## src/rtl/req_dec_pkg.sv

```systemverilog
// Shared types and defaults for the request source decoder.
// Optional feature macro used by the decoder: ROUND_ROBIN_EN.
package req_dec_pkg;

   // Default number of request sources on the wired-OR line.
   localparam int REQ_DEC_N_DEFAULT = 4;

   // Handshake FSM state. It is kept as a plain vector with named constants
   // so that it matches the older blocks that compare state encodings directly.
   typedef logic [0:0] state_t;

   localparam state_t IDLE  = 1'b0;
   localparam state_t OFFER = 1'b1;

endpackage : req_dec_pkg

```

## src/rtl/req_pick.sv

```systemverilog
// Combinational picker: finds the first set bit of a pending vector,
// searching upward from a start position and wrapping from N-1 back to 0.
// A start of zero gives plain lowest-index-wins priority.
module req_pick #(
   parameter  int N    = 4,
   localparam int IDXW = $clog2(N)
) (
   input  logic [N-1:0]    pending,
   input  logic [IDXW-1:0] start,
   output logic            found,
   output logic [IDXW-1:0] idx
);

   logic [N-1:0] upper_mask;
   logic [N-1:0] masked;

   // Index of the lowest set bit, or zero when nothing is set.
   function automatic logic [IDXW-1:0] lowest_set(input logic [N-1:0] v);
      logic [IDXW-1:0] r;
      r = '0;
      for (int i = N - 1; i >= 0; i--) begin
         if (v[i]) begin
            r = IDXW'(i);
         end
      end
      return r;
   endfunction

   // Keep only the bits at or above the start position; if none of those
   // are pending, the search wraps and takes the lowest pending bit overall.
   always_comb begin
      // NOTE: every output of a combinational block gets a default at the top,
      // so no path leaves it unassigned and no latch is inferred.
      upper_mask = '0;
      for (int i = 0; i < N; i++) begin
         upper_mask[i] = (IDXW'(i) >= start);
      end
      masked = pending & upper_mask;
      found  = |pending;
      idx    = (|masked) ? lowest_set(masked) : lowest_set(pending);
   end

endmodule : req_pick

```

## src/rtl/req_source_decoder.sv

```systemverilog
// Request source decoder: recovers which of N sources raised the wired-OR
// request line. Rising edges are captured per source into a pending register,
// and source indices are handed one at a time to a consumer over valid/ready.
// Define ROUND_ROBIN_EN for a rotating pick; otherwise the lowest index wins.
module req_source_decoder
   import req_dec_pkg::*;
#(
   parameter  int N    = REQ_DEC_N_DEFAULT,
   localparam int IDXW = $clog2(N)
) (
   input  logic            clk,
   input  logic            rst,
   input  logic [N-1:0]    req,
   output logic            any_pending,
   output logic            out_valid,
   output logic [IDXW-1:0] out_idx,
   input  logic            out_ready,
   output logic            ovf
);

   logic [N-1:0]    req_q;
   logic [N-1:0]    pending;
   logic [N-1:0]    rise;
   logic [N-1:0]    clr;
   state_t          state;
   logic            xfer;
   logic [IDXW-1:0] pick_start;
   logic            pick_found;
   logic [IDXW-1:0] pick_idx;

   // The offer is a direct decode of the FSM state; a transfer is the cycle
   // in which the consumer accepts it. Ready while idle is ignored.
   assign out_valid   = (state == OFFER);
   assign xfer        = out_valid & out_ready;
   assign rise        = req & ~req_q;
   assign any_pending = |pending;

   // One-hot clear mask for the bit being handed over this cycle.
   always_comb begin
      clr = '0;
      if (xfer) begin
         clr[out_idx] = 1'b1;
      end
   end

   // Edge capture and pending bookkeeping. A new edge on a bit that is being
   // cleared in the same cycle keeps it pending (set wins) and is not an
   // overflow; a new edge on a bit still pending raises the sticky ovf.
   always_ff @(posedge clk) begin
      if (rst) begin
         req_q   <= '0;
         pending <= '0;
         ovf     <= 1'b0;
      end else begin
         // NOTE: clocked state uses non-blocking assignments so every register
         // here samples the pre-edge values, independent of statement order.
         req_q   <= req;
         pending <= (pending & ~clr) | rise;
         if (|(rise & pending & ~clr)) begin
            ovf <= 1'b1;
         end
      end
   end

   // Handshake FSM: latch the picked index on entry to OFFER and hold it
   // until accepted, then spend one idle cycle before the next pick.
   always_ff @(posedge clk) begin
      if (rst) begin
         state   <= IDLE;
         out_idx <= '0;
      end else begin
         case (state)
            IDLE: begin
               if (pick_found) begin
                  out_idx <= pick_idx;
                  state   <= OFFER;
               end
            end
            OFFER: begin
               if (out_ready) begin
                  state <= IDLE;
               end
            end
            default: begin
               state <= IDLE;
            end
         endcase
      end
   end

`ifdef ROUND_ROBIN_EN
   logic [IDXW-1:0] rr_ptr;

   // Rotate the search start to just past the index that was consumed.
   always_ff @(posedge clk) begin
      if (rst) begin
         rr_ptr <= '0;
      end else if (xfer) begin
         rr_ptr <= (out_idx == IDXW'(N - 1)) ? '0 : out_idx + 1'b1;
      end
   end

   assign pick_start = rr_ptr;
`else
   assign pick_start = '0;
`endif

   req_pick #(
      .N (N)
   ) u_pick (
      .pending (pending),
      .start   (pick_start),
      .found   (pick_found),
      .idx     (pick_idx)
   );

endmodule : req_source_decoder

```

## config.mk

```make
export PLATFORM = sky130hd
export DESIGN_NAME = req_source_decoder
export DESIGN_NICKNAME = d
export VERILOG_FILES = /design/src/rtl/req_dec_pkg.sv /design/src/rtl/req_pick.sv /design/src/rtl/req_source_decoder.sv
export SDC_FILE = /design/constraint.sdc
export NUM_CORES = 1
export LEC_CHECK = 0
export BUFFER_PORTS_ARGS = -buffer_cell sky130_fd_sc_hd__buf_4
export CORE_MARGIN = 5
export CORE_UTILIZATION = 35
export CTS_BUF_LIST = sky130_fd_sc_hd__clkbuf_8
export DETAILED_ROUTE_END_ITERATION = 12
export GPL_ROUTABILITY_DRIVEN = 0
export GPL_TIMING_DRIVEN = 0
export PLACE_DENSITY_LB_ADDON = 0.25
export SETUP_SLACK_MARGIN = 0.1
export SYNTH_ARGS = -nofsm -noshare
export SYNTH_HDL_FRONTEND = slang
export SYNTH_HIERARCHICAL = 1
export SYNTH_SLANG_ARGS = --single-unit
```

## constraint.sdc

```tcl
create_clock -name clk -period 3.6 [get_ports clk]
set_clock_uncertainty 0.15 [all_clocks]
set_input_delay 0.18 -clock clk [delete_from_list [all_inputs] [get_ports clk]]
set_output_delay 0.18 -clock clk [all_outputs]
set_load 0.01 [all_outputs]
```

==> results.sh, run 1 <==
export IMPL_synthTopCellsByCount="12 x dfxtp_1, 10 x nor2_1, 7 x nor2b_1, 6 x a21oi_1"
export IMPL_core_area_um2=1490
export IMPL_clk_pin_slew_ns=0.05
export IMPL_cp_required_ns=3.27
export IMPL_synth_top_area_cell="dfxtp_1"
export IMPL_synth_seq_area_share_pct=43.7
export IMPL_worstHoldPathCells=2
export IMPL_gr_total_overflow=0
export IMPL_dieArea_um2=2460
export IMPL_total_power_mw=0.333
export IMPL_critical_path_startpoint="pending[2]$_SDFF_PP0_"
export IMPL_synth_most_common_cell="dfxtp_1"
export IMPL_antenna_found_initial=0
export IMPL_drive_gt1_share_pct=18.6
export IMPL_grt_total_usage_pct=11.0
export IMPL_critPathLaunchType="register"
export IMPL_finalSetupViolCount=0
export IMPL_grt_first_pass_wirelength_um=2150
export IMPL_finalSetupTns_ns=0
export IMPL_die_width_um=49.6
export IMPL_cts_resized_gates=0
export IMPL_dp_cells=98
export IMPL_vias=504
export IMPL_row_count=14
export IMPL_run_status="finished, final reports clean"
export IMPL_route_detailed_drc=0
export IMPL_multiInputGateArea_um2=328
export IMPL_syn_avg_cell_area_um2=8.72
export IMPL_cts_buffers=3
export IMPL_critPathKind="reg -> out"
export IMPL_portBuffers=11
export IMPL_syn_area_um2=549
export IMPL_min_path_type="in -> reg"
export IMPL_viasPerCell=4.94
export IMPL_crit_path_end_kind="output port"
export IMPL_fin_cells=102
export IMPL_htree_levels=1
export IMPL_ios=12
export IMPL_design_area_um2=733
export IMPL_start_util_pct=36.9
export IMPL_period_share_pct=44.3
export IMPL_nets=95
export IMPL_synth_edf_count=0
export IMPL_hold_slack_ns=0.0110
export IMPL_synth_area_leaders="dfxtp_1 44%, nor2b_1 8.0%, nor2_1 6.8%"
export IMPL_power_leakage_nw=0.321
export IMPL_diodes=0
export IMPL_drv_slew=0
export IMPL_globalRouteMet2Util_pct=16.5
export IMPL_root_buffer="clkbuf_8"
export IMPL_grt_start_max_net_pins=11
export IMPL_first_global_vias=512
export IMPL_final_seq_area_um2=240
export IMPL_cts_sinks=12
export IMPL_worstRegToRegCells=5
export IMPL_first_pass_iters=4
export IMPL_die_y_um=49.6
export IMPL_final_antenna_net_count=0
export IMPL_finalHoldViolations=0
export IMPL_p_per_area_nw_per_um2=454
export IMPL_crit_fanout=6
export IMPL_drt_wl_total_um=1110
export IMPL_slowest_stage="or4_1"
export IMPL_vdd_ir_drop_worst_uv=266
export IMPL_synth_top_area_share_pct=43.7
export IMPL_cp_top_family="simple AND/OR/NAND/NOR gates"
export IMPL_place_area_um2=682
export IMPL_n_fill_cell=151
export IMPL_yosys_register_bits=12
export IMPL_drt_iter0_drc=9
export IMPL_postCtsSetupRepairBufs=0
export IMPL_grt_setup_unrepaired="false"
export IMPL_timing_final_crit_period_ns=1.59
export IMPL_cts_tree="done"
export IMPL_synthFlopType="dfxtp_1"
export IMPL_use_met3_pct=2.71
export IMPL_max_stage_delay_ns=0.53
export IMPL_cts_buffer_depth=2
export IMPL_ys_types=24
export IMPL_hpwl_um=826
export IMPL_grt_util_met1_pct=13.9
export IMPL_routedWlPerCell_um=10.9
export IMPL_crit_cells=2
export IMPL_worstPathCellList="or4_1, buf_4"
export IMPL_synth_warnings=6
export IMPL_crit_buf_inv=1
export IMPL_syn_instance_count=63
export IMPL_fmax_mhz=627
export IMPL_postCtsHoldBufs=1
export IMPL_grt_busiest_layer="met2"
export IMPL_hold_path_startpoint="req[1]"
export IMPL_area_delta_synth_final_pct=33.5
export IMPL_rr_startpoint="pending[1]$_SDFF_PP0_"
export IMPL_maxCapViolCount=0
export IMPL_clkLatencyLatePin_ns=0.23
export IMPL_cp_data_arrival_time_ns=1.26
export IMPL_synthArstFlopShare_pct=0
==> report_power, final <==
part | total, mW | switching [mW] | internal, mW | leakage (nW)
Clock | 0.118 | 0.0443 | 0.0733 | 0.0216
Combinational | 0.0572 | 0.0256 | 0.0316 | 0.200
Sequential | 0.158 | 0.0137 | 0.144 | 0.0998
==> final timing paths <==
path                            slack (ns)                       to
worst max-delay path                  2.01              any_pending
worst min register to register        0.36    pending[0]$_SDFF_PP0_
worst min-delay path                  0.01      req_q[1]$_SDFF_PP0_
worst max register to register        2.32  out_idx[1]$_SDFFE_PP0P_
==> state kept, by name, summed over array words and instances (netlist names) <==
name,flops
out_idx,2
pending,4
ovf,1
req_q,4
out_valid,1
==> cells by family after synthesis <==
logic type	after synthesis	synth area share (%)
other cells	1	0.683
buf+inv	3	2.05
flops	12	43.7
mux	3	5.47
simple gates	31	31.4
compound gates	13	16.6
==> per-layer routing <==
metal / share of wire (%) / vias to the layer above / routed length (um)
met5: 0 / - / 0
met4: 2.6 / 0 / 29
met3: 3.6 / 5 / 40
met2: 46 / 9 / 506
met1: 48 / 230 / 535
li1: - / 260 / -
==> stage by stage <==
step	util, %	setup slack [ns]
2_1_floorplan	-	2.38
3_3_place_gp	45.8	2.26
3_5_place_dp	45.8	2.25
4_1_cts	49.2	2.00
5_1_grt	49.2	1.94
6_report	49.2	2.01
==> final cells by class <==
type	count	area share (%)
multi-input combinational	56	44.7
timing repair buffer	12	12.6
inverter	2	1.02
tap	16	2.73
clock buffer	3	5.63
buffer	1	0.512
sequential	12	32.8
==> placed cells by master, fill, tap and decap left out, types with 2 or more instances in the layout <==
master	count
mux2i_1	3
nand2_1	3
clkbuf_8	3
nor2b_1	7
dfxtp_1	12
inv_1	2
nand4b_1	2
buf_4	11
a21oi_1	6
nor2_1	10
conb_1	9
nand2b_1	3
(Power assumes the default switching activity.)
==> inputs of run 2 (changes only) <==
clock period = 1.3 ns   (was 3.6 ns; I/O delays follow)
==> run 2 against run 1 <==
  * The flow now finishes with violations (setup timing)
  * Non-clock buffer count up 6
  * Combinational power rose to 3.4 times the previous value
  * Critical path type unchanged
  * First-iteration DRC count decreased by 22%
  * Register-to-register slack worse by 2.4 ns
  * Critical endpoint unchanged
  * Critical path depth is the same
  * Sequential power increased to 2.8 times the previous value
  * Setup slack worse by 2.1 ns
  * Global-route usage increased by 0.68 points
  * Cell count increased by 5.9%
  * Clock-buffer cell count did not move
==> results.sh, run 2 (synthesized netlist as in run 1, its figures left out) <==
export IMPL_drt_wl_total_um=1260
export IMPL_worst_hold_path_endpoint="out_valid$_SDFF_PP0_"
export IMPL_area_delta_synth_final_pct=50.8
export IMPL_critPathLaunchType="register"
export IMPL_row_count=14
export IMPL_min_path_type="in -> reg"
export IMPL_clkLatencyLatePin_ns=0.24
export IMPL_route_detailed_drc=0
export IMPL_cts_sinks=12
export IMPL_fmax_mhz=695
export IMPL_drt_iter0_drc=7
export IMPL_root_buffer="clkbuf_8"
export IMPL_cts_buffers=3
export IMPL_cts_buffer_depth=2
export IMPL_finalHoldViolations=0
export IMPL_slowest_stage="or4_4"
export IMPL_crit_path_end_kind="output port"
export IMPL_start_util_pct=36.9
export IMPL_hpwl_um=826
export IMPL_nets=101
export IMPL_fin_util_pct=55.6
export IMPL_dieArea_um2=2460
export IMPL_crit_buf_inv=1
export IMPL_maxCapViolCount=0
export IMPL_vias=533
export IMPL_violations="setup timing"
export IMPL_hold_path_startpoint="out_ready"
export IMPL_vdd_ir_drop_worst_uv=662
export IMPL_grt_first_pass_wirelength_um=2270
export IMPL_grt_start_max_net_pins=11
export IMPL_ios=12
export IMPL_max_stage_delay_ns=0.52
export IMPL_htree_levels=1
export IMPL_gr_total_overflow=0
export IMPL_drv_slew=0
export IMPL_final_common_cell="buf_4"
export IMPL_clk_pin_slew_ns=0.05
export IMPL_worstPathCellList="or4_4, buf_6"
export IMPL_finalSetupTns_ns=-0.232
export IMPL_p_per_area_nw_per_um2=1160
export IMPL_most_common_layout_cells="12 x buf_4, 9 x conb_1, 8 x nor2_1"
export IMPL_place_area_um2=682
export IMPL_worstRegToRegCells=6
export IMPL_period_share_pct=111
export IMPL_cp_required_ns=1.09
export IMPL_r2r_end="out_idx[1]$_SDFFE_PP0P_"
export IMPL_drive_gt1_share_pct=31.5
export IMPL_diodes=0
export IMPL_grt_setup_unrepaired="true"
export IMPL_r2r_slack_ns=-0.05
export IMPL_core_area_um2=1490
export IMPL_antenna_found_initial=0
export IMPL_first_pass_iters=4
export IMPL_largestRegisters="pending (4), req_q (4), out_idx (2)"
export IMPL_run_status="complete, but fails checks"
export IMPL_final_antenna_net_count=0
export IMPL_die_y_um=49.6
export IMPL_worstHoldPathCells=4
export IMPL_worst_slack_ns=-0.140
export IMPL_viasPerCell=4.94
export IMPL_cts_tree="done"
export IMPL_crit_fanout=2
export IMPL_total_power_mw=0.964
export IMPL_fin_cells=108
export IMPL_routedWlPerCell_um=11.7
export IMPL_design_area_um2=828
export IMPL_cp_data_arrival_time_ns=1.22
export IMPL_dp_cells=98
export IMPL_grt_total_usage_pct=11.6
export IMPL_critPathKind="reg -> out"
export IMPL_timing_final_crit_period_ns=1.44
export IMPL_power_leakage_nw=0.356
export IMPL_cp_top_family="simple AND/OR/NAND/NOR gates"
export IMPL_finalSetupViolCount=3
export IMPL_portBuffers=11
export IMPL_first_global_vias=536
export IMPL_die_width_um=49.6
export IMPL_rr_startpoint="pending[0]$_SDFF_PP0_"
[run 2: cell count changes in the layout (fill, tap and decap cells not counted), moves of 2 or more]
cell / previous run / this run
dlygate4sd3_1: 1 / 5
dfxtp_2: 0 / 4
nor2_1: 10 / 8
dfxtp_1: 12 / 6
dfxtp_4: 0 / 2
[run 2: worst max-delay path by stage]
stage | start | end | slack [ns] | depth (start not counted)
global route | pending[3]$_SDFF_PP0_ | any_pending | -0.17 | 2
global placement | pending[3]$_SDFF_PP0_ | out_idx[1]$_SDFFE_PP0P_ | 0.03 | 5
finish | pending[2]$_SDFF_PP0_ | any_pending | -0.14 | 2
CTS | pending[2]$_SDFF_PP0_ | any_pending | -0.15 | 2
floorplan | pending[0]$_SDFF_PP0_ | out_idx[0]$_SDFFE_PP0P_ | 0.13 | 5
detailed placement | pending[0]$_SDFF_PP0_ | out_idx[1]$_SDFFE_PP0P_ | 0.03 | 5
[run 2: final cells by class]
class / instances / area (um^2)
well taps: 16 / 20.0
plain buffers: 1 / 3.75
inverters: 2 / 7.51
clock buffers: 3 / 41.3
fillers: 135 / 661
repair buffers: 18 / 151
multi-input cells: 56 / 352
flip-flops and latches: 12 / 253
[run 2: per-stage QoR]
stage               worst slack, ns  hold WS [ns]
floorplan                     0.129       -0.0134
global placement             0.0347        0.0933
detailed placement           0.0316        0.0957
CTS                          -0.145       0.00625
global route                 -0.170        0.0589
finish                       -0.140        0.0188
[run 2: report_power, final]
group	switching, mW	internal [mW]	leakage (nW)	total, mW
sequential	0.0376	0.403	0.102	0.440
clock	0.125	0.203	0.0216	0.328
combinational	0.0842	0.111	0.232	0.196
total	0.247	0.717	0.356	0.964
[run 2: metal layers]
layer  vias to the layer above  wire length, um  track usage, %
li1                        272                -               -
met1                       247              535            14.1
met2                         9              646            18.6
met3                         5               54            2.71
met4                         0               27            6.55
met5                         -                0               0
[run 2: repair_timing]
action,in CTS,in global routing
gates resized for setup,8,7
hold endpoints to repair,6,0
hold buffers,5,0
pin swaps,3,0
endpoints found under the setup margin,5,8
buffers inserted,2,0
[run 2: worst min-delay path, cell delays in order]
cell	delay [ns]
buf_4	0.13
inv_1	0.06
a21oi_2	0.05
nor2_1	0.07
